[src/rtl/ahb_bridge_arbiter.sv]
// Round-robin AHB arbiter sharing one AHB-to-APB bridge slave port between NUM_MASTERS masters.
// Grant is registered (1 cycle), Hmaster follows it by one ready cycle and Hmaster_d by two; Hreadyout=0 freezes all state.
module ahb_bridge_arbiter #(
  parameter int NUM_MASTERS = 3,
  parameter int MAX_BEATS   = 4,
  parameter int AW          = 32,
  parameter int DW          = 32
) (
  input  logic                      Hclk,
  input  logic                      Hreset,
  input  logic [NUM_MASTERS-1:0]    Hbusreq,
  input  logic [2*NUM_MASTERS-1:0]  Htrans_m,
  input  logic [AW*NUM_MASTERS-1:0] Haddr_m,
  input  logic [NUM_MASTERS-1:0]    Hwrite_m,
  input  logic [DW*NUM_MASTERS-1:0] Hwdata_m,
  input  logic                      Hreadyout,
  output logic [NUM_MASTERS-1:0]    Hgrant,
  output logic [2:0]                Hmaster,
  output logic [2:0]                Hmaster_d,
  output logic [1:0]                Htrans,
  output logic [AW-1:0]             Haddr,
  output logic                      Hwrite,
  output logic [DW-1:0]             Hwdata,
  output logic                      Hreadyin,
  output logic                      Hready_m
);

  localparam int            CW    = $clog2(MAX_BEATS + 1);
  localparam logic [CW-1:0] MAX_C = CW'(MAX_BEATS);

  localparam logic [1:0] IDLE   = 2'b00;
  localparam logic [1:0] BUSY   = 2'b01;
  localparam logic [1:0] NONSEQ = 2'b10;
  localparam logic [1:0] SEQ    = 2'b11;

  typedef enum logic [1:0] {PARK, OWN, BURST} state_t;

  function automatic logic [2:0] oh_idx(input logic [NUM_MASTERS-1:0] v);
    logic [2:0] r;
    r = '0;
    for (int i = 0; i < NUM_MASTERS; i++) begin
      if (((v >> i) & NUM_MASTERS'(1)) != '0) r = 3'(i);
    end
    return r;
  endfunction

  // First requester strictly after ptr, wrapping; ptr itself is checked last.
  function automatic logic [2:0] rr_pick(input logic [NUM_MASTERS-1:0] req, input logic [2:0] ptr);
    logic [2:0] pick;
    logic       found;
    int         j;
    pick  = '0;
    found = 1'b0;
    for (int k = 1; k <= NUM_MASTERS; k++) begin
      j = (int'(ptr) + k) % NUM_MASTERS;
      if (!found && (((req >> j) & NUM_MASTERS'(1)) != '0)) begin
        pick  = 3'(j);
        found = 1'b1;
      end
    end
    return pick;
  endfunction

  state_t                 state_q, state_d;
  logic [NUM_MASTERS-1:0] grant_q, grant_d;
  logic [2:0]             ptr_q, ptr_d;
  logic [CW-1:0]          cnt_q, cnt_d, cnt_inc;
  logic [2:0]             hmaster_q, hmaster_dq;
  logic [2:0]             grant_idx, rr_idx;
  logic [NUM_MASTERS-1:0] own_mask;
  logic                   owner_req, others_req, any_req, in_burst;
  logic [1:0]             trans_sel;

  assign grant_idx  = oh_idx(grant_q);
  assign rr_idx     = rr_pick(Hbusreq, ptr_q);
  assign own_mask   = NUM_MASTERS'(1) << hmaster_q;
  assign owner_req  = |(Hbusreq & own_mask);
  assign others_req = |(Hbusreq & ~own_mask);
  assign any_req    = |Hbusreq;

  assign trans_sel = 2'(Htrans_m >> (2 * hmaster_q));
  assign Htrans    = (state_q == PARK && !owner_req) ? IDLE : trans_sel;
  assign Haddr     = AW'(Haddr_m >> (AW * hmaster_q));
  assign Hwrite    = |(Hwrite_m & own_mask);
  assign Hwdata    = DW'(Hwdata_m >> (DW * hmaster_dq));

  assign Hgrant    = grant_q;
  assign Hmaster   = hmaster_q;
  assign Hmaster_d = hmaster_dq;
  assign Hreadyin  = Hreadyout;
  assign Hready_m  = Hreadyout;

  assign in_burst = (Htrans == SEQ) || (Htrans == BUSY);
  assign cnt_inc  = (Htrans == NONSEQ && cnt_q < MAX_C) ? cnt_q + 1'b1 : cnt_q;

  always_comb begin
    state_d = state_q;
    grant_d = grant_q;
    ptr_d   = ptr_q;
    if (!any_req && !in_burst) begin
      state_d = PARK;
      grant_d = NUM_MASTERS'(1);
    end else begin
      case (state_q)
        PARK: begin
          if (any_req) begin
            state_d = OWN;
            grant_d = NUM_MASTERS'(1) << rr_idx;
            ptr_d   = rr_idx;
          end
        end
        default: begin
          // During handover the bus still carries the previous owner, so the new grant is left alone.
          if (grant_idx != hmaster_q) begin
            state_d = OWN;
          end else if (in_burst) begin
            state_d = BURST;
          end else if (owner_req && (!others_req || cnt_inc < MAX_C)) begin
            state_d = OWN;
          end else begin
            state_d = OWN;
            grant_d = NUM_MASTERS'(1) << rr_idx;
            ptr_d   = rr_idx;
          end
        end
      endcase
    end
    cnt_d = (grant_d != grant_q) ? '0 : cnt_inc;
  end

  always_ff @(posedge Hclk) begin
    if (Hreset) begin
      state_q    <= PARK;
      grant_q    <= NUM_MASTERS'(1);
      ptr_q      <= '0;
      cnt_q      <= '0;
      hmaster_q  <= '0;
      hmaster_dq <= '0;
    end else if (Hreadyout) begin
      state_q    <= state_d;
      grant_q    <= grant_d;
      ptr_q      <= ptr_d;
      cnt_q      <= cnt_d;
      hmaster_q  <= grant_idx;
      hmaster_dq <= hmaster_q;
    end
  end

endmodule
[config.mk]
export PLATFORM = sky130hd
export DESIGN_NAME = ahb_bridge_arbiter
export DESIGN_NICKNAME = d
export VERILOG_FILES = /design/src/rtl/ahb_bridge_arbiter.sv
export SDC_FILE = /design/constraint.sdc
export NUM_CORES = 1
export LEC_CHECK = 0
export ABC_AREA = 0
export BUFFER_PORTS_ARGS = -buffer_cell sky130_fd_sc_hd__buf_2
export CAP_MARGIN = 20
export CORE_AREA = 2 2 110 112
export DETAILED_ROUTE_END_ITERATION = 16
export DIE_AREA = 0 0 112 114
export HOLD_SLACK_MARGIN = 0.05
export PLACE_DENSITY = 0.73
export SYNTH_ARGS = -nofsm -noshare
export SYNTH_HDL_FRONTEND = slang
export SYNTH_SLANG_ARGS = --single-unit
export TNS_END_PERCENT = 50
[constraint.sdc]
create_clock -name Hclk -period 6.4 [get_ports Hclk]
set_input_delay 1.28 -clock Hclk [delete_from_list [all_inputs] [get_ports Hclk]]
set_output_delay 1.28 -clock Hclk [all_outputs]
set_load 0.05 [all_outputs]
# Yosys cells after proc, flatten, opt, wreduce, memory -nomap -nowiden
# Index checks and enable logic that the tools add are counted.
[op_classes]
addsub = 4
div_mod_pow = 3
n_lt_le_gt_ge = 2
n_eq_ne = 10
shift = 8
mux = 26
bitwise_logic = 5
n_reduce_logical = 21
[ops]
columns = ["cell", "n"]
rows = [
  ["96-bit by 8-bit >> shifter with 32-bit output", 2],
  ["32-bit by 3-bit modulo with 32-bit output, second input constant", 3],
  ["3-bit by 32-bit >> shifter with 1-bit output", 3],
  ["3-bit two-way mux", 16],
  ["2-bit two-way mux", 7],
  ["3-bit OR reduction", 4],
  ["3-bit bitwise AND", 3],
  ["3-bit by 2-bit adder with 4-bit output, second input constant", 2],
  ["1-bit logical AND", 6],
  ["1-bit logical NOT", 6],
  ["3-bit < comparator, second input constant", 2],
  ["2-bit inequality test, second input constant", 3],
  ["6-bit AND reduction", 1],
  ["1-bit by 3-bit << shifter with 3-bit output, first input constant", 2],
  ["6-bit by 4-bit >> shifter with 2-bit output", 1],
  ["3-bit by 1-bit adder with 4-bit output, second input constant", 1],
  ["2-bit == test, second input constant", 2],
  ["3-bit by 1-bit adder with 3-bit output, second input constant", 1],
  ["1-bit two-way mux", 3],
  ["2-bit by 3-bit inequality test with 1-bit output", 1],
  ["3-bit by 2-bit inequality test with 1-bit output, second input constant", 1],
  ["3-bit inequality test", 1],
  ["3-bit NOT", 1],
  ["2-bit by 1-bit == test with 1-bit output, second input constant", 1],
  ["5 further kinds", 6],
]
[word_totals]
regBits = 17
inputBits = 207
out_inout_bits = 78
elab_cells = 85

# Logic depth before layout (Yosys ltp)
# Gate-level depths: netlist of the first run.
[depth]
ltp_word = 19
depth_mapped = 24
mapped_depth_nobuf = 21

# Worst setup path before layout of the first run
# OpenSTA, ideal clock, no wires.
[synth_path]
kind = "register to register"
startpoint = "reg ptr_q[0]"
endpoint = "reg cnt_q[0]"
setup_ns = 0.136
t_arrival_ns = 4.672
path_slack_ns = 1.592
stages_incl_launch_ff = 22
synth_period_minus_slack_ns = 4.808
path_cell_list = "dfxtp_1 -> buf_4 -> buf_2 -> clkbuf_1 -> inv_1 -> ha_1 -> ha_1 -> ha_1 -> a21o_2 -> o211a_4 -> ha_1 -> nand2_1 -> o31ai_1 -> o211ai_1 -> and4_1 -> a31o_1 -> a211oi_1 -> o211a_2 -> or3_4 -> o211a_1 -> nand3_2 -> o221ai_1"
[synth_via]
elab_chain_cells = 18
word_cells_on_any_way = 27
cone_classes = "3 x add/sub; 3 x div; 1 x eq/ne; 4 x shift; 12 x mux; 4 x reduce/logical"
[synth_lines]
columns = ["item", "line_no", "text"]
rows = [
  ["from (decl)", "66", "logic [2:0] ptr_q, ptr_d;"],
  ["from (signal assigned)", "142", "ptr_q <= ptr_d;"],
  ["3-bit by 1-bit adder with 4-bit output", "55", "j = (int'(ptr) + k) % NUM_MASTERS;"],
  ["32-bit by 3-bit modulo with 32-bit output", "55", ""],
  ["3-bit by 32-bit >> shifter with 1-bit output", "56", "if (!found && (((req >> j) & NUM_MASTERS'(1)) != '0)) begin"],
  ["1-bit two-way mux", "56", ""],
  ["1-bit logical NOT", "56", ""],
  ["1-bit logical AND", "56", ""],
  ["1-bit two-way mux", "56", ""],
  ["1-bit logical NOT", "56", ""],
  ["[2 not listed]", "--", ""],
  ["1-bit by 3-bit << shifter with 3-bit output (*)", "108, 122", ""],
  ["3-bit two-way mux", "118", "end else if (owner_req && (!others_req || cnt_inc < MAX_C)) begin"],
  ["3-bit two-way mux", "116", "end else if (in_burst) begin"],
  ["3-bit two-way mux", "114", "if (grant_idx != hmaster_q) begin"],
  ["3-bit two-way mux (*)", "104", "case (state_q)"],
  ["3-bit two-way mux (*)", "100", "if (!any_req && !in_burst) begin"],
  ["3-bit inequality test (*)", "128", "cnt_d = (grant_d != grant_q) ? '0 : cnt_inc;"],
  ["3-bit two-way mux (*)", "128", ""],
  ["to (signal assigned)", "143", "cnt_q <= cnt_d;"],
  ["to (decl)", "67", "logic [CW-1:0] cnt_q, cnt_d, cnt_inc;"],
]
# Mark *: on every way between the ends. The rest lies on a longest branch, timed or not.
# A chain may end at the register's enable or synchronous reset.

# Worst setup path in the final report of the first run
[layout_path]
startpoint = "reg ptr_q[1]"
endpoint = "reg cnt_q[1]"
# Same word-level chain as after synthesis.

==> impl_metrics.py, run 1 <==
metrics = {
    "status": {
        "status": "completed",
    },
    "timing": {
        "finalClockSkew_ns": 0.00133,
        "setup_violations": 0,
        "tightest_slew_ns": 1.05,
        "fin_crit_ns": 4.94,
        "max-slew-margin-rel": 0.303,
        "fin_setup_tns_ns": 0,
        "hold_violations": 0,
        "holdWs_ns": 0.493,
        "worst_slack_ns": 1.46,
        "rsz0062_at_grt": "no",
        "slew_violations": 0,
        "finalCritPeriodShare": 0.771,
        "max_freq_ghz": 0.203,
    },
    "clock_network": {
        "cts.path.max_buffers": 2,
        "cts_buffers": 3,
        "clock_sinks": 15,
        "cts_resized": 0,
        "cts_hold_buf": 0,
        "htreeDepth": 1,
        "path_clk_slew_ns": 0.05,
        "post_cts_buffers": 0,
        "clk_latency_ns": 0.25,
        "cts_root_buf": "clkbuf_16",
        "cts_tree": "yes",
    },
    "yosys": {
        "yosysTopAreaCellShare": 0.202,
        "async_flop_share": 0,
        "avgSynthCellArea_um2": 6.94,
        "ys_warn_count": 0,
        "netlist_area_um2": 3960,
        "synthCells": 570,
        "ys_seq_elements": 15,
        "yosysSeqAreaShare": 0.0759,
        "synth_area_leaders": "mux2i_1 20%, o21ai_0 9.7%, nand2_1 9.2%",
        "yosysTopAreaCell": "mux2i_1",
        "ys_types": 87,
        "synth_ff_type": "dfxtp_1",
        "synth_edf_count": 0,
    },
    "detailed_routing": {
        "wirelength_um": 16000,
        "ant_nets": 0,
        "drc": 0,
        "drtIter0Drc": 372,
        "drt_first_pass_iters": 6,
        "wl_per_cell_um": 16.6,
        "via_per_inst": 5.39,
        "routed-via-count": 5205,
    },
    "flow_run": {
        "cap_viol_max_count": 0,
    },
    "die": {
        "die_h_um": 114,
        "dieArea_um2": 12800,
        "start_util": 0.338,
        "rows": 40,
        "core_um2": 11700,
        "die_w_um": 112,
        "pin_count": 285,
    },
    "worst_setup_path": {
        "arrival_ns": 5.11,
        "end_kind": "flop",
        "rrSetupSlack_ns": 1.46,
        "critical-path-max-stage-delay_ns": 0.59,
        "cp_max_fo": 13,
        "critPathMostFrequentCell": "ha_1",
        "critical_path_class": "reg -> reg",
        "reg2reg_from": "ptr_q[1]",
        "startpoint_type": "flop",
        "required_ns": 6.57,
        "worst-r2r-cell-count": 20,
        "critPathSlowestCell": "dfxtp_1",
        "worstPathBufferInverterCount": 0,
        "crit_family": "simple AND/OR/NAND/NOR gates",
        "cp_cell_sequence": "ha_1, and2_1, nor2_1, ha_1, ha_1, nand2_1, o31a_1, o211a_4, ha_1, nand2_1, o31ai_1, o22ai_1, and4_1, o211ai_2, nand4_1, nor4b_2, o31ai_1, nor4_1, nand3b_1, a31oi_1",
        "worstReg2RegEnd": "cnt_q[1]",
    },
    "power_and_ir_drop": {
        "pwr-share-clk": 0.070,
        "sw_frac_of_total": 0.589,
        "p_seq_frac": 0.084,
        "p_int_uw": 737,
        "combPwrFrac": 0.846,
        "leakage_uw": 0.00245,
        "power-per-cell-area_nw_per_um2": 327,
        "switching_power_uw": 1050,
        "finalPower_uw": 1790,
        "ir_drop_mv": 0.230,
    },
    "finish": {
        "final_common_cell": "buf_2",
        "finalInstanceArea_um2": 5480,
        "drive_gt1_frac": 0.401,
        "syn2layout_area_growth_pct": 38.4,
        "layout_common_cells": "282 x buf_2, 97 x nand2_1, 80 x mux2i_1",
        "fin_nets": 1049,
    },
    "min_path": {
        "holdPathStages": 2,
        "hold_path.class": "reg -> reg",
        "hold_end": "state_q[1]",
        "hold_start": "state_q[1]",
    },
    "grt": {
        "grt_max_degree": 36,
        "grt_antenna_before_repair": 1,
        "gr-usage-all-layers": 0.232,
        "gr-total-overflow": 0,
        "grt_pass1_vias": 4715,
        "grt_pass1_wl_um": 23800,
    },
    "placement": {
        "postPlaceCellArea_um2": 5400,
        "gp_congestion": 0.973,
        "port_buffers": 282,
        "pre_cts_ws_ns": 1.58,
        "dp_hpwl_um": 13400,
    },
}
-- metal layers --
layer,global-route usage,wire [um]
met5,0,0
met4,0.107,728
met3,0.0452,1030
met2,0.407,7800
met1,0.274,6480
-- sequential cells by signal, summed over array words and instances, names as in the netlist --
register and count:
ptr_q 3, Hgrant 3, cnt_q 3, state_q 2, Hmaster 2, Hmaster_d 2
-- worst max-delay path by stage --
stage,slack [ns],depth (start not counted),to,startpoint
after detailed placement,1.58,20,cnt_q[2],ptr_q[2]
after global placement,1.66,19,cnt_q[0],ptr_q[1]
final,1.46,20,cnt_q[1],ptr_q[1]
after CTS,1.53,20,cnt_q[2],ptr_q[2]
after global routing,1.08,20,cnt_q[2],ptr_q[1]
after floorplan,1.59,21,cnt_q[0],ptr_q[0]
-- through the flow --
stage,std cells,util
after floorplan,571,-
after CTS,965,0.468
final,966,0.468
after detailed placement,961,0.461
after global placement,961,0.461
after global routing,966,0.468
-- worst min-delay path: cells and delay by family, from the launching register on --
| kind | cells | cell delay (ns) |
|---|---|---|
| mux | 1 | 0.07 |
| simple gates | 1 | 0.07 |
| flops | 1 | 0.32 |
-- power groups by stage --
stage	combinational [uW]	clock (uW)	sequential [uW]
after floorplan	1170	0	150
after global placement	1480	0	151
after detailed placement	1490	0	150
after CTS	1500	126	149
after global routing	1650	131	153
final	1520	125	150
-- layout make-up --
cell class              count  area [um2]
clock buffers               3        75.1
diodes                      1        2.50
multi-input cells         488        3370
clock inverters             1        5.00
fillers                  1237        6230
flip-flops and latches     15         303
inverters                  24        90.1
repair buffers            287        1450
well taps                 147         184
-- synth_stat cells (3+ instances only) --
cell	number
o2111ai_1	4
nor4_1	4
a21oi_1	12
buf_2	4
dfxtp_1	15
a2bb2oi_1	3
a31oi_1	7
nor3_1	11
nand4_1	6
o211ai_1	3
nand2b_1	6
nand2_1	97
xor2_1	3
o21ai_1	4
buf_4	7
nor2_1	29
ha_1	23
clkbuf_1	26
o21ai_0	77
o21bai_1	3
o31ai_1	5
inv_1	23
o211ai_2	3
and3_1	4
mux2i_1	80
a21o_1	6
nand3_1	10
a21oi_2	4
a211oi_1	4
buf_1	5
nor2b_1	9
a31o_1	3
-- cell families after synthesis --
kind of cell               count (synthesis)  synth area share
and+or+nand+nor                          198             0.242
other                                      1          0.000948
AOI/OAI and AO/OA                        178             0.314
adders and majority gates                 23            0.0727
muxes                                     81             0.205
buffers and inverters                     68            0.0746
DFF                                       15            0.0759
xor gates and xnor gates                   6            0.0152
Power figures use the tool's default switching activity.
==> inputs of run 2 (changes only) <==
- clock period: 6.4 -> 4.9 ns (I/O delays scaled with it)
==> run 2 against run 1 <==
Sequential share of layout area hardly changed. Wire length is 0.26% higher. Hold slack better by 0.0082 ns. First-iteration DRC count is 18% higher. Power is 37% higher. Final area is 1.9% higher. Fmax is 6.5% higher. Clock power is 34% higher. Global-route usage is 0.26 points lower. Register-to-register slack worse by 1.2 ns. Die area stayed put. Non-clock buffer count is 8 higher. Largest cell class unchanged. Largest power group unchanged. Highest routed layer unchanged.
==> impl_metrics.py, run 2 (synthesis results as in run 1) <==
metrics = {
    "clock_network": {
        "path_clk_slew_ns": 0.05,
        "cts_buffers": 3,
        "htreeDepth": 1,
        "cts.path.max_buffers": 2,
        "clock_sinks": 15,
        "clk_latency_ns": 0.25,
        "cts_root_buf": "clkbuf_16",
        "cts_tree": "yes",
    },
    "power_and_ir_drop": {
        "finalPower_uw": 2460,
        "ir_drop_mv": 0.294,
        "leakage_uw": 0.00250,
        "power-per-cell-area_nw_per_um2": 440,
    },
    "grt": {
        "grt_pass1_vias": 4613,
        "grt_max_degree": 35,
        "gr-total-overflow": 0,
        "gr-usage-all-layers": 0.229,
        "grt_antenna_before_repair": 0,
        "grt_pass1_wl_um": 23600,
    },
    "flow_run": {
        "cap_viol_max_count": 0,
    },
    "timing": {
        "finalClockSkew_ns": 0.00168,
        "slew_violations": 0,
        "hold_violations": 0,
        "max_freq_ghz": 0.216,
        "fin_crit_ns": 4.64,
        "holdWs_ns": 0.502,
        "finalCritPeriodShare": 0.946,
        "setup_violations": 0,
        "tightest_slew_ns": 0.865,
        "max-slew-margin-rel": 0.423,
    },
    "placement": {
        "dp_hpwl_um": 13400,
        "gp_congestion": 0.946,
        "postPlaceCellArea_um2": 5430,
        "port_buffers": 282,
    },
    "die": {
        "die_w_um": 112,
        "dieArea_um2": 12800,
        "rows": 40,
        "core_um2": 11700,
        "start_util": 0.338,
        "die_h_um": 114,
        "pin_count": 285,
    },
    "finish": {
        "layout_common_cells": "282 x buf_2, 97 x nand2_1, 79 x mux2i_1",
        "finish.utilization": 0.477,
        "drive_gt1_frac": 0.414,
        "fin_nets": 1057,
        "syn2layout_area_growth_pct": 41.1,
        "final_common_cell": "buf_2",
        "n_antenna_cell": 0,
        "finalInstanceArea_um2": 5590,
    },
    "status": {
        "status": "completed",
    },
    "worst_setup_path": {
        "cp_max_fo": 6,
        "required_ns": 5.07,
        "rrSetupSlack_ns": 0.26,
        "arrival_ns": 4.81,
        "worstReg2RegEnd": "cnt_q[2]",
        "end_kind": "flop",
        "worst-r2r-cell-count": 21,
        "critical_path_class": "reg -> reg",
        "reg2reg_from": "ptr_q[1]",
        "startpoint_type": "flop",
    },
    "detailed_routing": {
        "drtIter0Drc": 440,
        "drc": 0,
        "wirelength_um": 16100,
        "via_per_inst": 5.29,
        "wl_per_cell_um": 16.5,
        "ant_nets": 0,
        "drt_first_pass_iters": 5,
        "routed-via-count": 5149,
    },
    "min_path": {
        "hold_start": "state_q[0]",
        "hold_path.class": "reg -> reg",
        "holdPathStages": 2,
        "hold_end": "state_q[0]",
    },
}
## run 2: changes by cell type in the layout (fill, tap and decap cells not counted), sizes merged
| cell | change |
|---|---|
| clkinv | -1 |
| buf | +8 |
| diode | -1 |
| clkinvlp | +1 |
## run 2: layout make-up
class,instances,area (um2)
Fill cell,1229,6130
Multi-Input combinational cell,488,3410
Timing Repair Buffer,295,1520
Sequential cell,15,307
Tap cell,147,184
Inverter,24,90.1
Clock buffer,3,75.1
Clock inverter,1,7.51
## run 2: through the flow
step,setup slack [ns],TNS (ns),std cells
after floorplan,0.0915,0,571
after global placement,0.361,0,966
after detailed placement,0.260,0,966
after CTS,0.247,0,970
after global routing,-0.0232,-0.0601,973
final,0.264,0,973
## run 2: routing by layer
| metal | GRT usage | routed length [um] |
|---|---|---|
| met5 | 0 | 0 |
| met4 | 0.0382 | 242 |
| met3 | 0.0255 | 959 |
| met2 | 0.423 | 8260 |
| met1 | 0.293 | 6630 |
## run 2: worst max-delay path, cell delays in order (launching register included)
cell and delay [ns]:
dfxtp_2 0.39, inv_1 0.12, ha_1 0.25, xnor2_1 0.18
nand2_1 0.13, inv_1 0.05, ha_1 0.21, ha_1 0.26
a21o_1 0.20, o21ai_1 0.21, nand2_1 0.16, ha_1 0.22
inv_1 0.09, o2111ai_1 0.17, nor2_2 0.30, mux2i_4 0.35
o2111ai_2 0.18, nor3_1 0.37, or3_4 0.22, o211a_1 0.20
nand3_2 0.09, a211oi_2 0.21
## run 2: timing repair
item / CTS / global route
hold buffers: 0 / 0
setup endpoints to repair: 0 / 4
gates resized for setup: 0 / 8
setup buffers: 0 / 2
## run 2: power breakdown
group / leakage, uW / total (uW) / internal [uW] / switching [uW]
Clock: 0.0000371 / 167 / 110 / 56.9
Combinational: 0.00234 / 2100 / 777 / 1330
Sequential: 0.000125 / 186 / 143 / 43.2
Total: 0.00250 / 2460 / 1030 / 1430
## run 2: worst max path at each step
stage          startpoint        to  slack, ns
2_1_floorplan    ptr_q[0]  cnt_q[0]       0.09
3_3_place_gp     ptr_q[1]  cnt_q[0]       0.36
3_5_place_dp     ptr_q[1]  cnt_q[0]       0.26
4_1_cts          ptr_q[1]  cnt_q[0]       0.25
5_1_grt          ptr_q[1]  cnt_q[2]      -0.02
6_report         ptr_q[1]  cnt_q[2]       0.26
